## config.mk

```make
export PLATFORM = sky130hd
export DESIGN_NAME = imem_loader
export DESIGN_NICKNAME = d
export VERILOG_FILES = /design/src/rtl/imem_loader.sv
export SDC_FILE = /design/constraint.sdc
export NUM_CORES = 1
export LEC_CHECK = 0
export CAP_MARGIN = 20
export CORE_MARGIN = 1.5
export CORE_UTILIZATION = 25
export DETAILED_ROUTE_END_ITERATION = 6
export DONT_BUFFER_PORTS = 1
export SYNTH_ARGS = -nofsm -noshare
export SYNTH_HDL_FRONTEND = slang
export SYNTH_SLANG_ARGS = --single-unit
```

## constraint.sdc

```tcl
create_clock -name clk -period 2.8 [get_ports clk]
set_input_delay 0.56 -clock clk [delete_from_list [all_inputs] [get_ports clk]]
set_output_delay 0.56 -clock clk [all_outputs]
set_load 0.005 [all_outputs]
```

## src/rtl/imem_loader.sv

```systemverilog
// Boot-time program loader: receives a byte stream (16-bit LE word count, then LE words),
// writes instruction memory and holds the core in reset until done. Define LOADER_CHECKSUM_EN for a trailing XOR byte.
module imem_loader #(
    parameter int ADDR_WIDTH = 8
) (
    input  logic                  clk,
    input  logic                  rst,
    input  logic                  start,
    input  logic                  in_valid,
    input  logic [7:0]            in_data,
    output logic                  in_ready,
    output logic                  imem_we,
    output logic [ADDR_WIDTH-1:0] imem_addr,
    output logic [31:0]           imem_wdata,
    output logic                  core_rst,
    output logic                  done,
    output logic                  error
);

    typedef enum logic [2:0] {
        IDLE, HDR0, HDR1, DATA, WRITE, DONE, ERR
`ifdef LOADER_CHECKSUM_EN
        , CHK
`endif
    } state_t;

    // Largest legal word count; 17 bits so ADDR_WIDTH=16 still fits.
    localparam logic [16:0] CAPACITY = 17'(1) << ADDR_WIDTH;

    state_t                  state, state_d, tail_state;
    logic [7:0]              cnt_lo;
    logic [15:0]             word_cnt;
    logic [15:0]             hdr_n;
    logic [ADDR_WIDTH-1:0]   word_idx;
    logic [1:0]              byte_idx;
    logic [31:0]             asm_word;
    logic                    fire;
    logic                    last_word;

    assign fire      = in_valid & in_ready;
    assign hdr_n     = {in_data, cnt_lo};
    assign last_word = (17'(word_idx) + 17'd1) == {1'b0, word_cnt};
    assign imem_addr  = word_idx;
    assign imem_wdata = asm_word;

`ifdef LOADER_CHECKSUM_EN
    logic [7:0] chk_acc;
    assign tail_state = CHK;
`else
    assign tail_state = DONE;
`endif

    // NOTE: sequential state uses non-blocking (<=) so every flop samples pre-edge values.
    always_ff @(posedge clk or negedge rst) begin
        if (!rst) state <= IDLE;
        else      state <= state_d;
    end

    // NOTE: every output of this block gets a default first, so no path can infer a latch.
    always_comb begin
        state_d  = state;
        in_ready = 1'b0;
        imem_we  = 1'b0;
        done     = 1'b0;
        error    = 1'b0;
        core_rst = 1'b1;
        case (state)
            IDLE: if (start) state_d = HDR0;
            HDR0: begin
                in_ready = 1'b1;
                if (in_valid) state_d = HDR1;
            end
            HDR1: begin
                in_ready = 1'b1;
                if (in_valid) begin
                    if (hdr_n == 16'd0)                 state_d = tail_state;
                    else if ({1'b0, hdr_n} > CAPACITY)  state_d = ERR;
                    else                                state_d = DATA;
                end
            end
            DATA: begin
                in_ready = 1'b1;
                if (in_valid && byte_idx == 2'd3) state_d = WRITE;
            end
            WRITE: begin
                imem_we = 1'b1;
                state_d = last_word ? tail_state : DATA;
            end
            DONE: begin
                done     = 1'b1;
                core_rst = 1'b0;
                if (start) state_d = HDR0;
            end
            ERR: begin
                error = 1'b1;
                if (start) state_d = HDR0;
            end
`ifdef LOADER_CHECKSUM_EN
            CHK: begin
                in_ready = 1'b1;
                if (in_valid) state_d = (in_data == chk_acc) ? DONE : ERR;
            end
`endif
            default: state_d = IDLE;
        endcase
    end

    // NOTE: only control/datapath registers are reset; the instruction memory itself is never cleared here.
    always_ff @(posedge clk or negedge rst) begin
        if (!rst) begin
            cnt_lo   <= '0;
            word_cnt <= '0;
            word_idx <= '0;
            byte_idx <= '0;
            asm_word <= '0;
`ifdef LOADER_CHECKSUM_EN
            chk_acc  <= '0;
`endif
        end else begin
            case (state)
                IDLE, DONE, ERR: begin
                    if (start) begin
                        cnt_lo   <= '0;
                        word_cnt <= '0;
                        word_idx <= '0;
                        byte_idx <= '0;
                        asm_word <= '0;
`ifdef LOADER_CHECKSUM_EN
                        chk_acc  <= '0;
`endif
                    end
                end
                HDR0: if (fire) cnt_lo <= in_data;
                HDR1: if (fire) word_cnt <= hdr_n;
                DATA: begin
                    if (fire) begin
                        asm_word[8*byte_idx +: 8] <= in_data;
                        byte_idx                  <= byte_idx + 2'd1;
`ifdef LOADER_CHECKSUM_EN
                        chk_acc                   <= chk_acc ^ in_data;
`endif
                    end
                end
                // Index stops at the final word so it never wraps past the top address.
                WRITE: if (!last_word) word_idx <= word_idx + ADDR_WIDTH'(1);
                default: ;
            endcase
        end
    end

endmodule
```

==> metrics.cfg, run 1 <==
[outcome]
status = complete, no violations

[critical_path]
path_class = reg2reg
cp-start-kind = register
crit_fanout = 13
cp-end-kind = register
critPathArrivalTime_ps = 2670
required_ps = 3020

[global_routing]
grt_max_degree = 70
grt_usage_pct = 13.7
antenna_found_initial = 0
grt_pass1_wl_um = 15300
grt-ovfl-total = 0
grt_pass1_vias = 2771

[final_layout]
seq_area_mm2 = 0.00173
post-route-util_pct = 29.1
final_common_cell = nand2_1
fin_nets = 404
syn_to_final_growth_pct = 14.3
multi_input_comb_area_mm2 = 0.00163
final_cell_mix = nand2_1 (83), dfrtp_1 (69), o21ai_0 (51)
drive_gt1_share_pct = 7.93
diodes = 0
fillers = 1479

[power_and_ir_drop]
cellPowerDensity_mw_per_mm2 = 986
p_leak_nw = 1.68
fin_total_pwr_mw = 3.95
irDropWorstVdd_mv = 0.371

[floorplanning]
die_h_um = 121
die_w_um = 121
coreArea_mm2 = 0.0138
dieArea_mm2 = 0.0147
start_util_pct = 25.4
core.rowCount = 43
ioPinCount = 57

[timing]
rsz0062_at_grt = no
slew_violations = 0
max_freq_mhz = 408
hold_viol = 0
clock_skew_ps = 11.6
fin_hold_ws_ps = 91.4
period_needed_ps = 2450
fin_crit_sh_pct = 87.6
tightest_slew_ps = 983
tns_ps = 0
finalSetupViolCount = 0
relSlewSlack_pct = 34.1

[clock_tree]
cts_max_path_buffers = 2
clk_pin_slew_ps = 60
root_buffer = clkbuf_16
worstSkewPairLatency_ps = 330
htree_levels = 3
cts_sinks = 69
cts_tree = done
cts_made_buffers = 9

[route]
initialDrtViolationCount = 279
totalWireLength_um = 9480
postRouteAntennaNets = 0
vias = 2864
drt_first_pass_iters = 4
drt-wirelength-per-cell_um = 16.6
avgViaCountPerCell = 5.02
drc = 0

[synth]
synthTopCellsByArea = dfrtp_1 (49%), nand2_1 (8.9%), o21ai_0 (7.3%), a22o_1 (4.3%), nand3_1 (2.4%)
synth-seq-cells = 69
synthDominantCellAreaShare_pct = 49.3
yosysSeqAreaShare_pct = 49.3
syn_avg_cell_area_um2 = 9.07
synth_top_area_cell = dfrtp_1
syn-num-nets = 404
synth_edf_count = 0
async_flop_share_pct = 100
yosys_warnings = 0
ys_types = 52
ys.flop_type = dfrtp_1
syn-cell-area_mm2 = 0.00350
synthCells = 386

[place]
place.gp.congestion = 0.886
portBuffers = 0
dp_hpwl_um = 6870

[flow_run]
max-cap-violations = 0

[worst_hold_path]
hp-class = in2async

registers in the layout, summed over array words and instances (netlist names):
signal and flops:
imem_wdata 32, word_cnt 16, cnt_lo 8, imem_addr 8, state 3, byte_idx 2
metal layers:
metal  vias up  GRT usage (%)  share of wire (%)
met5         -              0                  0
met4         0           5.29                1.9
met2        92           21.6                 48
li1       1364              -                  -
met1      1394           17.1                 42
met3        14           4.89                8.4
cell usage after synthesis, drive strengths merged, types with 2 or more instances:
cell / count
mux2i: 5
inv: 16
o22ai: 2
a22o: 17
a21o: 3
a22oi: 2
nand2: 83
nor3: 6
nor4: 6
o21ai: 54
nand3: 18
nand2b: 5
o31ai: 2
a31oi: 4
a211oi: 2
o22a: 4
nand4: 3
nor2b: 3
xor2: 2
ha: 6
dfrtp: 69
buf: 6
clkbuf: 13
and3: 3
nand3b: 4
a21oi: 8
xnor2: 7
nor2: 12
or3: 4
a21boi: 3
final timing paths:
path                             start              to  slack (ps)  cells after the start
setup / recovery              state[2]    imem_addr[2]         350                      8
hold / removal                     rst    imem_addr[7]          90                      1
setup reg to reg              state[2]    imem_addr[2]         350                      8
hold reg to reg            word_cnt[9]     word_cnt[9]         510                      1
max in group asynchronous          rst     word_cnt[5]        2400                      1
min in group clk            in_data[4]  imem_wdata[12]         360                      2
worst max-delay path: stages, from the launching register on:
cell and delay [ps]:
dfrtp_1 550, nor2b_2 320, nand2b_1 230, inv_1 340, nand2_1 80, nor3_1 130, and3_1 340, a21oi_1 110
a211o_1 230
kinds of logic (layout without fill, tap and decap cells):
group	Yosys count	after routing	share of synthesized area, %
multiplexers	5	5	1.43
XOR/XNOR	9	9	2.25
AO/OA/AOI/OAI	108	108	19.8
adder cells (fa/ha/maj)	6	6	2.14
buffers and inverters	35	40	4.04
flip-flops	69	69	49.3
AND/OR/NAND/NOR	154	154	21.0
stage by stage:
stage | cells | cell area, µm² | worst slack (ps)
after floorplan | 386 | 3500 | 625
after global routing | 571 | 4000 | 136
after detailed placement | 554 | 3700 | 378
after CTS | 571 | 4000 | 362
after global placement | 554 | 3700 | 444
final | 571 | 4000 | 348
power by group:
part           total [mW]  internal (mW)  switching, mW
Combinational        1.40          0.515          0.889
Sequential           1.49           1.22          0.266
Clock                1.05          0.625          0.430
Total                3.95           2.36           1.59
area by class of cell:
type	instances	share of cell area (%)
clock buffers	11	6.06
repair buffers	8	2.00
clock inverters	5	0.875
well taps	180	5.63
inverters	16	1.50
multi-input cells	282	40.8
flip-flops and latches	69	43.1
timing repair:
action	4_1_cts	5_1_grt
resized for setup	0	0
endpoints found under the hold margin	69	0
setup buffers	0	0
hold buffers	1	0
No activity file was read; power rests on OpenSTA's default activity.
==> run 2: changes to the inputs <==
--- a/config.mk
+++ b/config.mk
@@ -6,10 +6,13 @@
 export NUM_CORES = 1
 export LEC_CHECK = 0
 export CAP_MARGIN = 20
+export CELL_PAD_IN_SITES_DETAIL_PLACEMENT = 0
+export CELL_PAD_IN_SITES_GLOBAL_PLACEMENT = 2
 export CORE_MARGIN = 1.5
 export CORE_UTILIZATION = 25
 export DETAILED_ROUTE_END_ITERATION = 6
 export DONT_BUFFER_PORTS = 1
+export PLACE_DENSITY_LB_ADDON = 0.1
 export SYNTH_ARGS = -nofsm -noshare
 export SYNTH_HDL_FRONTEND = slang
 export SYNTH_SLANG_ARGS = --single-unit
==> run 2 against run 1 <==
- global-route usage increased by 1.1 points
- routed wire length increased by 8.0%
- critical endpoint unchanged
- clock skew decreased by 7.2 ps
- critical path type unchanged
- final cell count increased by 0.53%
- count of clock-buffer cells in the layout increased by 1
- worst hold slack improved by 22 ps
==> metrics.cfg, run 2 (synthesis results as in run 1) <==
[critical_path]
cp-end-kind = register
path_class = reg2reg
path_delay_family = compound AO/OA/AOI/OAI gates
r2r_slack_ps = 370  ; +20 ps
required_ps = 3020  ; about the same
critPathArrivalTime_ps = 2640  ; -30 ps
slowest_stage = dfrtp_1
cp-start-kind = register
cp_num_buf_inv = 0  ; -1
crit_fanout = 8  ; -5
cp_cell_sequence = ha_1, nand3_2, or3_1, a31oi_2, a21boi_2, a21o_1, a211o_1
cpPeakStageDelay_ps = 470  ; -80 ps

[timing]
tns_ps = 0  ; unchanged
rsz0062_at_grt = no
relSlewSlack_pct = 41.1  ; +7.0 points
fin_crit_sh_pct = 86.7  ; -0.85 points
finalSetupViolCount = 0  ; unchanged
tightest_slew_ps = 878  ; -104 ps
max_freq_mhz = 412  ; +0.98%
period_needed_ps = 2430  ; -23.7 ps
slew_violations = 0  ; unchanged
clock_skew_ps = 4.44  ; -7.15 ps
hold_viol = 0  ; unchanged

[power_and_ir_drop]
irDropWorstVdd_mv = 0.360  ; -2.9%
p_leak_nw = 1.71  ; +1.4%
fin_total_pwr_mw = 4.14  ; +4.8%
cellPowerDensity_mw_per_mm2 = 1020  ; +3.4%

[route]
vias = 2785  ; -2.8%
drc = 0  ; unchanged
postRouteAntennaNets = 0  ; unchanged
drt_first_pass_iters = 4  ; unchanged
drt-wirelength-per-cell_um = 17.8  ; +7.4%
totalWireLength_um = 10200  ; +8.0%
avgViaCountPerCell = 4.85  ; -3.3%
initialDrtViolationCount = 192  ; -31%

[floorplanning]
dieArea_mm2 = 0.0147  ; unchanged
core.rowCount = 43  ; unchanged
die_w_um = 121  ; unchanged
coreArea_mm2 = 0.0138  ; unchanged
die_h_um = 121  ; unchanged
start_util_pct = 25.4  ; unchanged
ioPinCount = 57  ; unchanged

[global_routing]
grt_pass1_wl_um = 16300  ; +6.7%
grt_pass1_vias = 2783  ; +0.43%
grt-ovfl-total = 0  ; unchanged
antenna_found_initial = 0  ; unchanged
grt_usage_pct = 14.8  ; +1.1 points
grt_max_degree = 70  ; unchanged

[clock_tree]
clk_pin_slew_ps = 60  ; about the same
htree_levels = 3  ; unchanged
worstSkewPairLatency_ps = 330  ; about the same
cts_made_buffers = 9  ; unchanged
cts_max_path_buffers = 2  ; unchanged
cts_sinks = 69  ; unchanged
root_buffer = clkbuf_16
cts_tree = done
post_cts_buffers = 0  ; unchanged

[final_layout]
drive_gt1_share_pct = 8.63  ; +0.70 points
diodes = 0  ; unchanged
final_common_cell = nand2_1
fin_nets = 408  ; +0.99%
fin_cells = 574  ; +0.53%
fillers = 1488  ; +0.61%
largest_register_ffs = 32  ; unchanged
final_cell_mix = nand2_1 (83), dfrtp_1 (69), o21ai_0 (50)
post-route-util_pct = 29.5  ; +0.39 points
syn_to_final_growth_pct = 15.9

[outcome]
status = complete, no violations

[worst_hold_path]
hp-class = in2async

[place]
dp.cells = 557  ; +0.54%
portBuffers = 0  ; unchanged
dp_hpwl_um = 7070  ; +2.9%
place.gp.congestion = 0.738  ; -17%

[flow_run]
max-cap-violations = 0  ; unchanged

[run 2: final timing paths]
| check | from | end | depth (start not counted) |
|---|---|---|---|
| max in group asynchronous | rst | imem_wdata[15] | 1 |
| hold / removal | rst | word_cnt[3] | 1 |
| hold reg to reg | word_cnt[14] | word_cnt[14] | 1 |
| min in group clk | in_data[7] | word_cnt[15] | 1 |
| setup reg to reg | imem_addr[0] | imem_addr[2] | 7 |
| setup / recovery | imem_addr[0] | imem_addr[2] | 7 |
[run 2: where the power goes]
part           total [mW]  switching [mW]  internal (mW)
combinational        1.49           0.927          0.561
sequential           1.49           0.261           1.22
clock                1.16           0.430          0.733
[run 2: area by class of cell]
type / count / area (µm²) / share of cell area (%)
clock buffers: 12 / 256 / 6.32
inverters: 16 / 60.1 / 1.48
well taps: 180 / 225 / 5.55
flip-flops and latches: 69 / 1730 / 42.6
clock inverters: 3 / 45.0 / 1.11
multi-input cells: 282 / 1630 / 40.3
repair buffers: 12 / 110 / 2.71
[run 2: timing repair]
item / CTS / global route
resized for setup: 0 / 0
hold buffers: 1 / 0
endpoints found under the hold margin: 69 / 0
[run 2: layer usage]
layer	wire, µm	up-vias	global-route usage, %
li1	-	1366	-
met1	5000	1367	20.8
met5	0	-	0
met4	178	0	6.18
met2	4640	40	21.8
met3	414	12	3.52
[run 2: through the flow]
| stage | setup slack (ps) | cell area, µm² | hold WS [ps] |
|---|---|---|---|
| 2_1_floorplan | 625 | 3500 | 264 |
| 3_3_place_gp | 441 | 3720 | 267 |
| 3_5_place_dp | 389 | 3720 | 267 |
| 4_1_cts | 362 | 4050 | 128 |
| 5_1_grt | 167 | 4060 | 134 |
| 6_report | 372 | 4060 | 114 |
==> run 3: changes to the inputs <==
--- a/config.mk
+++ b/config.mk
@@ -13,6 +13,7 @@
 export DETAILED_ROUTE_END_ITERATION = 6
 export DONT_BUFFER_PORTS = 1
 export PLACE_DENSITY_LB_ADDON = 0.1
+export SLEW_MARGIN = 20
 export SYNTH_ARGS = -nofsm -noshare
 export SYNTH_HDL_FRONTEND = slang
 export SYNTH_SLANG_ARGS = --single-unit
==> run 3 against run 2 <==
- register-to-register slack about the same
- critical path depth unchanged
- cell area down 0.12%
- sequential share of layout area up 0.053 points
- global-route usage unchanged
- worst setup slack better by 4.6 ps
- largest cell class unchanged
==> metrics.cfg, run 3 (synthesis results as in run 1) <==
[power_and_ir_drop]
cellPowerDensity_mw_per_mm2 = 1020  ; about the same
power_switching_mw = 1.62  ; -0.18%
p_leak_nw = 1.70  ; -0.32%
comb_power_share_pct = 35.9  ; about the same
intPower_mw = 2.52  ; -0.15%
power_frac_clock_pct = 28.1  ; about the same
netSwitchingFraction_pct = 39.1  ; about the same
p_seq_share_pct = 35.9  ; about the same
irDropWorstVdd_mv = 0.360  ; -0.19%

[timing]
fin_crit_sh_pct = 86.5  ; -0.16 points
max_freq_mhz = 413  ; +0.19%
rsz0062_at_grt = no
finalSetupViolCount = 0  ; unchanged
hold_viol = 0  ; unchanged
relSlewSlack_pct = 41.0  ; about the same
clock_skew_ps = 5.01  ; +0.576 ps
layout_setup_ws_ps = 377  ; +4.58 ps
slew_violations = 0  ; unchanged
period_needed_ps = 2420  ; -4.58 ps
tns_ps = 0  ; unchanged
tightest_slew_ps = 879  ; +0.214 ps

[global_routing]
grt_pass1_vias = 2783  ; unchanged
grt-ovfl-total = 0  ; unchanged
grt.busiest_layer = met2
grt_usage_pct = 14.8  ; unchanged
grt_pass1_wl_um = 16300  ; unchanged
met1_usage_pct = 20.8  ; unchanged
antenna_found_initial = 0  ; unchanged
grt_max_degree = 70  ; unchanged
gr-usage-met2_pct = 21.8  ; unchanged
met3_usage_pct = 3.52  ; unchanged

[place]
portBuffers = 0  ; unchanged
dp_slack_ps = 389  ; unchanged
dp_hpwl_um = 7070  ; unchanged
place.gp.congestion = 0.738  ; unchanged

[critical_path]
cp-start-kind = register
required_ps = 3020  ; about the same
critPathArrivalTime_ps = 2640  ; about the same
crit_fanout = 8  ; unchanged
cp-end-kind = register
path_class = reg2reg

[clock_tree]
cts_sinks = 69  ; unchanged
post_cts_buffers = 0  ; unchanged
cts_made_buffers = 9  ; unchanged
clk_pin_slew_ps = 60  ; about the same
htree_levels = 3  ; unchanged
root_buffer = clkbuf_16
postCtsResizedCells = 0  ; unchanged
worstSkewPairLatency_ps = 330  ; about the same
cts_tree = done
cts_max_path_buffers = 2  ; unchanged

[outcome]
status = complete, no violations

[route]
initialDrtViolationCount = 170  ; -11%
drt_first_pass_iters = 4  ; unchanged
vias = 2777  ; -0.29%
drt-wirelength-per-cell_um = 17.8  ; about the same
totalWireLength_um = 10200  ; -0.21%
postRouteAntennaNets = 0  ; unchanged
avgViaCountPerCell = 4.85  ; -0.11%
drc = 0  ; unchanged

[final_layout]
fin_nets = 407  ; -0.25%
drive_gt1_share_pct = 8.65  ; +0.022 points
diodes = 0  ; unchanged
largest_register_ffs = 32  ; unchanged
final_cell_mix = nand2_1 (83), dfrtp_1 (69), o21ai_0 (50)
fillers = 1487  ; -0.067%
final_common_cell = nand2_1
syn_to_final_growth_pct = 15.7

[floorplanning]
die_h_um = 121  ; unchanged
ioPinCount = 57  ; unchanged
start_util_pct = 25.4  ; unchanged
core.rowCount = 43  ; unchanged
die_w_um = 121  ; unchanged
dieArea_mm2 = 0.0147  ; unchanged
coreArea_mm2 = 0.0138  ; unchanged

[worst_hold_path]
hp-class = in2async

[flow_run]
max-cap-violations = 0  ; unchanged

-- run 3: cell types whose count changed in the layout (fill, tap and decap cells not counted) --
cell	before	now
nor2_2	0	1
nor2_1	12	11
buf_4	11	10
-- run 3: final timing paths --
kind	start	endpoint	slack, ps	depth (start not counted)
min in group clk	in_data[7]	word_cnt[15]	360	1
max in group asynchronous	rst	imem_wdata[15]	2380	1
worst max-delay path	imem_addr[0]	imem_addr[2]	380	7
worst min-delay path	rst	word_cnt[3]	110	1
worst min register to register	imem_wdata[29]	imem_wdata[29]	510	2
worst max register to register	imem_addr[0]	imem_addr[2]	380	7
-- run 3: per-layer routing --
metal | share of wire [%] | routed length (µm) | vias to the layer above
met5 | 0 | 0 | -
met4 | 1.7 | 178 | 0
met3 | 3.7 | 379 | 12
met2 | 45 | 4610 | 41
met1 | 49 | 5050 | 1358
li1 | - | - | 1366
-- run 3: timing repair --
item                                    in CTS  in global routing
hold buffers                                 1                  0
endpoints found under the setup margin       0                  0
hold endpoints to repair                    69                  0
-- run 3: cell type report --
class / instances / area (µm²) / area share (%)
sequential: 69 / 1730 / 42.6
multi-input combinational: 282 / 1640 / 40.4
clock buffer: 12 / 256 / 6.33
tap: 180 / 225 / 5.56
timing repair buffer: 11 / 103 / 2.53
inverter: 16 / 60.1 / 1.48
clock inverter: 3 / 45.0 / 1.11
-- run 3: through the flow --
stage                     power, mW  area [µm²]  utilization, %  cells  hold WS [ps]
after floorplan                2.54        3500               -    386           264
after global placement         2.98        3720            27.0    557           267
after detailed placement       2.98        3720            27.0    557           267
after CTS                      4.20        4050            29.4    573           128
after global routing           4.47        4050            29.4    573           134
final                          4.13        4050            29.4    573           112
-- run 3: power groups by stage --
stage	sequential (mW)	clock, mW	combinational, mW
final	1.49	1.16	1.48
after global routing	1.53	1.24	1.70
after CTS	1.49	1.20	1.51
after detailed placement	1.51	0	1.47
after global placement	1.51	0	1.47
after floorplan	1.39	0	1.15
-- run 3: worst max-delay path, cell delays in order, from the launching register on --
cell and delay, ps:
dfrtp_1 470, ha_1 320, nand3_2 190, or3_1 400, a31oi_2 230, a21boi_2 140, a21o_1 240, a211o_1 300
